===== config.mk =====
export PLATFORM = sky130hd
export DESIGN_NAME = fpu_muldiv
export DESIGN_NICKNAME = d
export VERILOG_FILES = /design/src/rtl/fpu_muldiv.sv
export SDC_FILE = /design/constraint.sdc
export NUM_CORES = 1
export LEC_CHECK = 0
export CAP_MARGIN = 20
export CORE_ASPECT_RATIO = 1.25
export CORE_MARGIN = 1
export CORE_UTILIZATION = 61
export CTS_BUF_LIST = sky130_fd_sc_hd__clkbuf_8 sky130_fd_sc_hd__clkbuf_16
export CTS_CLUSTER_SIZE = 40
export DETAILED_ROUTE_END_ITERATION = 8
export PLACE_DENSITY = 0.85
export SLEW_MARGIN = 0
export SYNTH_ARGS = -nofsm -noshare
export SYNTH_HDL_FRONTEND = slang
export SYNTH_SLANG_ARGS = --single-unit

===== constraint.sdc =====
create_clock -name clk -period 7.95 [get_ports clk]
set_clock_uncertainty 0.1 [all_clocks]
set_input_delay 1.59 -clock clk [delete_from_list [all_inputs] [get_ports clk]]
set_output_delay 1.59 -clock clk [all_outputs]
set_load 0.02 [all_outputs]

===== src/rtl/fpu_muldiv.sv =====
// fpu_muldiv: iterative multiply / divide / square root on sign-exponent-mantissa operands.
// Latency: MAN_W+3 cycles from an accepted start to done, or 2 cycles for special or illegal operands.
// Backpressure: none; start is sampled only while idle and is otherwise ignored, with no queueing.
module fpu_muldiv #(
    parameter int EXP_W = 7,
    parameter int MAN_W = 15
) (
    input  logic             clk,
    input  logic             reset,
    input  logic             start,
    input  logic [1:0]       op,
    input  logic             a_s,
    input  logic             b_s,
    input  logic [EXP_W-1:0] a_e,
    input  logic [EXP_W-1:0] b_e,
    input  logic [MAN_W-1:0] a_m,
    input  logic [MAN_W-1:0] b_m,
    output logic             res_s,
    output logic [EXP_W-1:0] res_e,
    output logic [MAN_W-1:0] res_m,
    output logic             zero_flag,
    output logic             overflow_flag,
    output logic             underflow_flag,
    output logic             div_zero_flag,
    output logic             invalid_flag,
    output logic             idle,
    output logic             done
);

    // Exponents are widened by two bits so that sums and differences of
    // two in-range exponents (plus normalisation steps) never wrap.
    localparam int XW    = EXP_W + 2;
    localparam int CNT_W = $clog2(MAN_W + 1);

    localparam logic [CNT_W-1:0] CNT_LAST = CNT_W'(MAN_W - 1);
    localparam logic [EXP_W-1:0] E_ZERO   = {1'b1, {(EXP_W-1){1'b0}}};
    localparam logic [EXP_W-1:0] E_INF    = {1'b0, {(EXP_W-1){1'b1}}};
    localparam logic [MAN_W-1:0] M_ONE    = {1'b1, {(MAN_W-1){1'b0}}};

    localparam logic signed [XW-1:0] E_MAX  = XW'((2 ** (EXP_W - 1)) - 2);
    localparam logic signed [XW-1:0] E_MIN  = XW'(1 - (2 ** (EXP_W - 1)));
    localparam logic signed [XW-1:0] X_ONE  = XW'(1);
    localparam logic signed [XW-1:0] X_ZERO = XW'(0);

    localparam logic [1:0] OP_MUL  = 2'b00;
    localparam logic [1:0] OP_DIV  = 2'b01;
    localparam logic [1:0] OP_SQRT = 2'b10;

    // Flag vector bit positions: {invalid, div_zero, underflow, overflow, zero}
    localparam int F_ZERO = 0;
    localparam int F_OVF  = 1;
    localparam int F_UNF  = 2;
    localparam int F_DZ   = 3;
    localparam int F_INV  = 4;

    typedef enum logic [2:0] {
        S_IDLE,
        S_CHECK,
        S_ITER,
        S_NORM,
        S_DONE
    } state_t;

    state_t                  state_q, state_d;
    logic [CNT_W-1:0]        cnt_q, cnt_d;
    logic [1:0]              op_q, op_d;
    logic                    a_s_q, a_s_d;
    logic                    b_s_q, b_s_d;
    logic [EXP_W-1:0]        a_e_q, a_e_d;
    logic [EXP_W-1:0]        b_e_q, b_e_d;
    logic [MAN_W-1:0]        a_m_q, a_m_d;
    logic [MAN_W-1:0]        b_m_q, b_m_d;
    logic signed [XW-1:0]    exp_q, exp_d;
    // Mul: running product. Sqrt: radicand shifted out two bits per step.
    logic [2*MAN_W-1:0]      prod_q, prod_d;
    // Div/sqrt partial remainder.
    logic [MAN_W+2:0]        rem_q, rem_d;
    // Div quotient or sqrt root, built MSB first.
    logic [MAN_W-1:0]        quo_q, quo_d;

    // Result staged during CHECK/NORM, published on the edge leaving DONE.
    logic                    pr_s_q, pr_s_d;
    logic [EXP_W-1:0]        pr_e_q, pr_e_d;
    logic [MAN_W-1:0]        pr_m_q, pr_m_d;
    logic [4:0]              pflg_q, pflg_d;

    logic                    res_s_q, res_s_d;
    logic [EXP_W-1:0]        res_e_q, res_e_d;
    logic [MAN_W-1:0]        res_m_q, res_m_d;
    logic [4:0]              flg_q, flg_d;
    logic                    done_q, done_d;

    // Operand classification. Zero and infinity are identified by their
    // reserved exponent codes alone; no finite value uses those codes.
    logic                    a_zero, b_zero, a_inf, b_inf;
    logic                    sgn;
    logic signed [XW-1:0]    a_ex, b_ex, sq_ex;

    assign a_zero = (a_e_q == E_ZERO);
    assign b_zero = (b_e_q == E_ZERO);
    assign a_inf  = (a_e_q == E_INF);
    assign b_inf  = (b_e_q == E_INF);
    assign sgn    = op_q[1] ? 1'b1 : (a_s_q == b_s_q);
    assign a_ex   = {{2{a_e_q[EXP_W-1]}}, a_e_q};
    assign b_ex   = {{2{b_e_q[EXP_W-1]}}, b_e_q};
    // Odd sqrt exponents are made even by doubling the radicand mantissa.
    assign sq_ex  = a_ex - (a_e_q[0] ? X_ONE : X_ZERO);

    // One iteration step for each operation.
    logic [MAN_W:0]          mul_sum;
    logic                    div_ge;
    logic [MAN_W+2:0]        div_sub;
    logic [MAN_W+2:0]        sq_rem, sq_trial;
    logic                    sq_ge;

    assign mul_sum  = {1'b0, prod_q[2*MAN_W-1:MAN_W]} + (prod_q[0] ? {1'b0, a_m_q} : '0);
    assign div_ge   = (rem_q >= {3'b000, b_m_q});
    assign div_sub  = div_ge ? (rem_q - {3'b000, b_m_q}) : rem_q;
    assign sq_rem   = {rem_q[MAN_W:0], prod_q[2*MAN_W-1:2*MAN_W-2]};
    assign sq_trial = {1'b0, quo_q, 2'b01};
    assign sq_ge    = (sq_rem >= sq_trial);

    // Scratch values for special-case and range resolution.
    logic                    sp_inv, sp_zero, sp_inf, sp_dz;
    logic signed [XW-1:0]    nexp;
    logic [MAN_W-1:0]        nman;

    // Next-state, datapath and result computation.
    always_comb begin
        state_d  = state_q;
        cnt_d    = cnt_q;
        op_d     = op_q;
        a_s_d    = a_s_q;
        b_s_d    = b_s_q;
        a_e_d    = a_e_q;
        b_e_d    = b_e_q;
        a_m_d    = a_m_q;
        b_m_d    = b_m_q;
        exp_d    = exp_q;
        prod_d   = prod_q;
        rem_d    = rem_q;
        quo_d    = quo_q;
        pr_s_d   = pr_s_q;
        pr_e_d   = pr_e_q;
        pr_m_d   = pr_m_q;
        pflg_d   = pflg_q;
        res_s_d  = res_s_q;
        res_e_d  = res_e_q;
        res_m_d  = res_m_q;
        flg_d    = flg_q;
        done_d   = 1'b0;
        sp_inv   = 1'b0;
        sp_zero  = 1'b0;
        sp_inf   = 1'b0;
        sp_dz    = 1'b0;
        nexp     = exp_q;
        nman     = quo_q;

        case (state_q)
            S_IDLE: begin
                if (start) begin
                    op_d    = op;
                    a_s_d   = a_s;
                    b_s_d   = b_s;
                    a_e_d   = a_e;
                    b_e_d   = b_e;
                    a_m_d   = a_m;
                    b_m_d   = b_m;
                    state_d = S_CHECK;
                end
            end

            S_CHECK: begin
                case (op_q)
                    OP_MUL: begin
                        if ((a_zero && b_inf) || (a_inf && b_zero)) sp_inv  = 1'b1;
                        else if (a_zero || b_zero)                  sp_zero = 1'b1;
                        else if (a_inf || b_inf)                    sp_inf  = 1'b1;
                    end
                    OP_DIV: begin
                        if ((a_zero && b_zero) || (a_inf && b_inf)) sp_inv = 1'b1;
                        else if (b_zero) begin
                            sp_inf = 1'b1;
                            sp_dz  = 1'b1;
                        end
                        else if (a_zero || b_inf)                   sp_zero = 1'b1;
                        else if (a_inf)                             sp_inf  = 1'b1;
                    end
                    OP_SQRT: begin
                        if (a_zero)      sp_zero = 1'b1;
                        else if (!a_s_q) sp_inv  = 1'b1;
                        else if (a_inf)  sp_inf  = 1'b1;
                    end
                    default: sp_inv = 1'b1;
                endcase

                pr_s_d = sgn;
                pflg_d = '0;
                if (sp_inv || sp_zero) begin
                    pr_e_d         = E_ZERO;
                    pr_m_d         = M_ONE;
                    pflg_d[F_ZERO] = 1'b1;
                    pflg_d[F_INV]  = sp_inv;
                    state_d        = S_DONE;
                end else if (sp_inf) begin
                    pr_e_d         = E_INF;
                    pr_m_d         = M_ONE;
                    pflg_d[F_DZ]   = sp_dz;
                    state_d        = S_DONE;
                end else begin
                    cnt_d   = '0;
                    rem_d   = '0;
                    quo_d   = '0;
                    state_d = S_ITER;
                    case (op_q)
                        OP_MUL: begin
                            prod_d = {{MAN_W{1'b0}}, b_m_q};
                            exp_d  = a_ex + b_ex;
                        end
                        OP_DIV: begin
                            // Keep the quotient in [1,2) by doubling a small dividend.
                            if (a_m_q < b_m_q) begin
                                rem_d = {2'b00, a_m_q, 1'b0};
                                exp_d = a_ex - b_ex - X_ONE;
                            end else begin
                                rem_d = {3'b000, a_m_q};
                                exp_d = a_ex - b_ex;
                            end
                        end
                        default: begin
                            prod_d = a_e_q[0] ? {a_m_q, 1'b0, {(MAN_W-1){1'b0}}}
                                              : {1'b0, a_m_q, {(MAN_W-1){1'b0}}};
                            exp_d  = sq_ex >>> 1;
                        end
                    endcase
                end
            end

            S_ITER: begin
                case (op_q)
                    OP_MUL: begin
                        prod_d = {mul_sum, prod_q[MAN_W-1:1]};
                    end
                    OP_DIV: begin
                        quo_d = {quo_q[MAN_W-2:0], div_ge};
                        rem_d = {div_sub[MAN_W+1:0], 1'b0};
                    end
                    default: begin
                        rem_d  = sq_ge ? (sq_rem - sq_trial) : sq_rem;
                        quo_d  = {quo_q[MAN_W-2:0], sq_ge};
                        prod_d = {prod_q[2*MAN_W-3:0], 2'b00};
                    end
                endcase
                cnt_d = cnt_q + CNT_W'(1);
                if (cnt_q == CNT_LAST) state_d = S_NORM;
            end

            S_NORM: begin
                if (op_q == OP_MUL) begin
                    if (prod_q[2*MAN_W-1]) begin
                        nman = prod_q[2*MAN_W-1:MAN_W];
                        nexp = exp_q + X_ONE;
                    end else begin
                        nman = prod_q[2*MAN_W-2:MAN_W-1];
                        nexp = exp_q;
                    end
                end
                pr_s_d = sgn;
                pflg_d = '0;
                if (nexp > E_MAX) begin
                    pr_e_d         = E_INF;
                    pr_m_d         = M_ONE;
                    pflg_d[F_OVF]  = 1'b1;
                end else if (nexp < E_MIN) begin
                    pr_e_d         = E_ZERO;
                    pr_m_d         = M_ONE;
                    pflg_d[F_UNF]  = 1'b1;
                    pflg_d[F_ZERO] = 1'b1;
                end else begin
                    pr_e_d = nexp[EXP_W-1:0];
                    pr_m_d = nman;
                end
                state_d = S_DONE;
            end

            S_DONE: begin
                res_s_d = pr_s_q;
                res_e_d = pr_e_q;
                res_m_d = pr_m_q;
                flg_d   = pflg_q;
                done_d  = 1'b1;
                state_d = S_IDLE;
            end

            default: state_d = S_IDLE;
        endcase
    end

    // State, datapath and output registers; reset aborts any operation in flight.
    always_ff @(posedge clk or posedge reset) begin
        if (reset) begin
            state_q <= S_IDLE;
            cnt_q   <= '0;
            op_q    <= '0;
            a_s_q   <= 1'b0;
            b_s_q   <= 1'b0;
            a_e_q   <= '0;
            b_e_q   <= '0;
            a_m_q   <= '0;
            b_m_q   <= '0;
            exp_q   <= '0;
            prod_q  <= '0;
            rem_q   <= '0;
            quo_q   <= '0;
            pr_s_q  <= 1'b0;
            pr_e_q  <= '0;
            pr_m_q  <= '0;
            pflg_q  <= '0;
            res_s_q <= 1'b0;
            res_e_q <= '0;
            res_m_q <= '0;
            flg_q   <= '0;
            done_q  <= 1'b0;
        end else begin
            state_q <= state_d;
            cnt_q   <= cnt_d;
            op_q    <= op_d;
            a_s_q   <= a_s_d;
            b_s_q   <= b_s_d;
            a_e_q   <= a_e_d;
            b_e_q   <= b_e_d;
            a_m_q   <= a_m_d;
            b_m_q   <= b_m_d;
            exp_q   <= exp_d;
            prod_q  <= prod_d;
            rem_q   <= rem_d;
            quo_q   <= quo_d;
            pr_s_q  <= pr_s_d;
            pr_e_q  <= pr_e_d;
            pr_m_q  <= pr_m_d;
            pflg_q  <= pflg_d;
            res_s_q <= res_s_d;
            res_e_q <= res_e_d;
            res_m_q <= res_m_d;
            flg_q   <= flg_d;
            done_q  <= done_d;
        end
    end

    assign res_s          = res_s_q;
    assign res_e          = res_e_q;
    assign res_m          = res_m_q;
    assign zero_flag      = flg_q[F_ZERO];
    assign overflow_flag  = flg_q[F_OVF];
    assign underflow_flag = flg_q[F_UNF];
    assign div_zero_flag  = flg_q[F_DZ];
    assign invalid_flag   = flg_q[F_INV];
    assign idle           = (state_q == S_IDLE);
    assign done           = done_q;

endmodule

==> impl_results.md <==
* Post-synth top flop: dfrtp_1
* Initial antenna violation count at 0
* CTS Buf Count at 17
* Drt pass-1 iters at 5
* Fin. max-slew vios at 0
* First-pass GRT wire length at around 55000 um
* Initial Util at 62.9%
* Area after DPL at approximately 0.013 mm2
* Clock-pin slew on the worst setup and hold paths at roughly 80 ps
* Total gr overflow at 0
* Setup repair bufs after CTS at 0
* Syn_area_per_cell at 8.91 um2
* CTS H-Tree Depth at 4
* Rows at between 50 and 60
* Synth top area share at 37.3%
* Sum Neg Setup Slack at 0 ps
* CP Data Arrival Time at 4150 ps
* RePlAce Congestion at about 1
* Worst slew margin at 26.4%
* Mapped Area at 0.0123 mm2
* I/O Pins at slightly above 80
* Dpl hpwl at 24300 um
* Met2 GRT Util at 55.9%
* # nets final at 1561
* Root buffer cell: clkbuf_16
* Worst skew pair latency at around 460 ps
* Synth Warn # at 0
* Synth cell types at 71
* Register area share after synthesis at a little under two fifths
* Hold WC Path Type: reg2reg
* Crit Path Class: reg2reg
* DIE WIDTH at 129 um
* Hold_ws at 385 ps
* Core box area at 0.0196 mm2
* Syn nets at 1520
* CTS tree: done
* DRC at 0
* Post-synth ARST share at 100%
* Grt met1 use at 41.6%
* Final hold violation count at 0
* Number of setup violations in the final report at 0
* Initial DRC Count at 979
* RSZ-0062 raised after global routing: no
* Via density per instance at 6.40
* Leading area contributor after synthesis: dfrtp_1
* Antenna-violating nets left at 0
* Most frequent cells in the layout: 184 x dfrtp_1, 158 x nand2_1, 128 x a21oi_1
* Post_cts resized at 0
* Via Count at 10900
* Final Instance Count excl. Fillers at roughly 1700
* CP max stage delay at 700 ps
* Tmin final at 3910 ps
* Startpoint types: register
* Met3 usage at between 5 and 6%
* Max Clock Freq at 256 MHz
* Gate Count Post-Synth at 1386
* Final wirelength at 33800 um
* Num Clock Sinks at 184
* CP Cell Sequence: inv_1 > ha_1 > fa_1 > nor2b_1 > o2111ai_1 > a2111oi_0 > o21ai_0 > nand2_1 > o211ai_1 > xor2_1 > a211oi_1 > a211o_1
* Crit-path slowest cell: nand2_1
* Top Usage Layer GRT: met2
* Final worst path period share at about 49%
* Hold_buf cts at 0
* Commonest non-fill, non-tap cell in the layout: dfrtp_1
* Design Area, Final at 0.0140 mm2
* Vias in the first global route at between 10000 and 15000
* Area contributors post-synth: dfrtp_1 37%, ha_1 8.0%, mux2_2 5.6%
* Number of flops mapped to enable cells by yosys at 0
* Count of input and output buffers at 80
* Worst Path Max Fanout at 22
* Outcome: finished clean
* Layout cells sized above 1 at 8.68%
* GRT Overall Usage at 34.0%
* # placed instances at ~1700
* Die footprint at between 0.02 and 0.025 mm2
* N_diodes at 0
* Wirelength per Cell at 19.8 um
* CP required at 8190 ps
* CTS max path bufs at 2
* Area growth, synth to finish at 13.0%
* Max-capacitance violation count at 0
* Worst setup EP type: register
* Largest net degree at the start of global routing at between 80 and 90
* Slew @ Worst Pin at 1100 ps
* Die height at roughly 160 um
* Register bit total from synthesis at around 180
-- critical path: cells and delay by family (launching register included) --
kind,cells,cell delay [ps]
AOI/OAI and AO/OA,6,1470
buffers and inverters,1,70
DFF,1,440
and+or+nand+nor,2,870
adders and majority gates,2,620
xor gates and xnor gates,1,230
-- metal layers --
metal	up-vias	wire length, um
met2	496	16400
met1	5199	13100
li1	5066	-
met5	-	0
met4	0	2210
met3	145	2040
-- area by class of cell --
class,instances,area [um2]
Clock buffer,17,425
Clock inverter,15,215
Fill cell,1490,5660
Inverter,72,275
Multi-Input combinational cell,1059,7200
Sequential cell,184,4600
Tap cell,265,332
Timing Repair Buffer,93,898
-- state kept, by name, summed over array words and instances (netlist names), 5 cells and up --
register,count
a_m_q,15
pflg_q,5
prod_q,30
a_e_q,7
pr_m_q,15
exp_q,9
pr_e_q,7
b_e_q,7
res_m,15
quo_q,15
b_m_q,15
flg_q,5
rem_q,18
res_e,7
-- cell usage after synthesis (5+ instances only) --
cell type,count
a211o_1,6
a211oi_1,14
a21o_1,16
a21oi_1,128
a22o_1,8
a22oi_1,7
a31oi_1,13
and2_1,16
and3_1,5
buf_1,9
buf_2,13
clkbuf_1,46
dfrtp_1,184
ha_1,79
inv_1,71
mux2_2,61
mux2i_1,65
nand2_1,158
nand2b_1,6
nand3_1,19
nand4_1,10
nor2_1,107
nor2b_1,9
nor3_1,15
nor4_1,5
o211ai_1,5
o21a_1,14
o21ai_0,108
o21bai_1,8
o22a_1,8
o22ai_1,26
or3_1,7
xnor2_1,34
xor2_1,24
-- cells by family (layout without fill, tap and decap cells) --
| group | after synthesis | after routing | share of synthesized area (%) |
|---|---|---|---|
| AOI/OAI and AO/OA | 409 | 409 | 20.3 |
| and+or+nand+nor | 383 | 383 | 14.2 |
| DFF | 184 | 184 | 37.3 |
| buffers and inverters | 143 | 197 | 4.60 |
| muxes | 126 | 126 | 10.8 |
| adders and majority gates | 83 | 83 | 8.66 |
| xor gates and xnor gates | 58 | 58 | 4.11 |
-- worst paths after layout --
kind | slack (ps) | end | depth (start not counted) | from
worst max-delay path | 4040 | rem_q[16]$_DFFE_PP0P_ | 12 | rem_q[0]$_DFFE_PP0P_
worst max register to register | 4040 | rem_q[16]$_DFFE_PP0P_ | 12 | rem_q[0]$_DFFE_PP0P_
worst min register to register | 390 | pr_m_q[10]$_DFFE_PP0P_ | 2 | pr_m_q[10]$_DFFE_PP0P_
min in group asynchronous | 1550 | done$_DFF_PP0_ | 2 | reset
max in group asynchronous | 4910 | rem_q[16]$_DFFE_PP0P_ | 3 | reset
worst min-delay path | 390 | pr_m_q[10]$_DFFE_PP0P_ | 2 | pr_m_q[10]$_DFFE_PP0P_
-- through the flow --
step,setup WS [ps],util [%]
3_5_place_dp,4090,67.9
4_1_cts,4120,71.1
3_3_place_gp,4280,67.9
6_report,4040,71.1
2_1_floorplan,1260,-
5_1_grt,3850,71.1
Power is left out: the tool's default activity adds up to more than one toggle a clock period on the data nets, which glitch-free logic cannot reach.
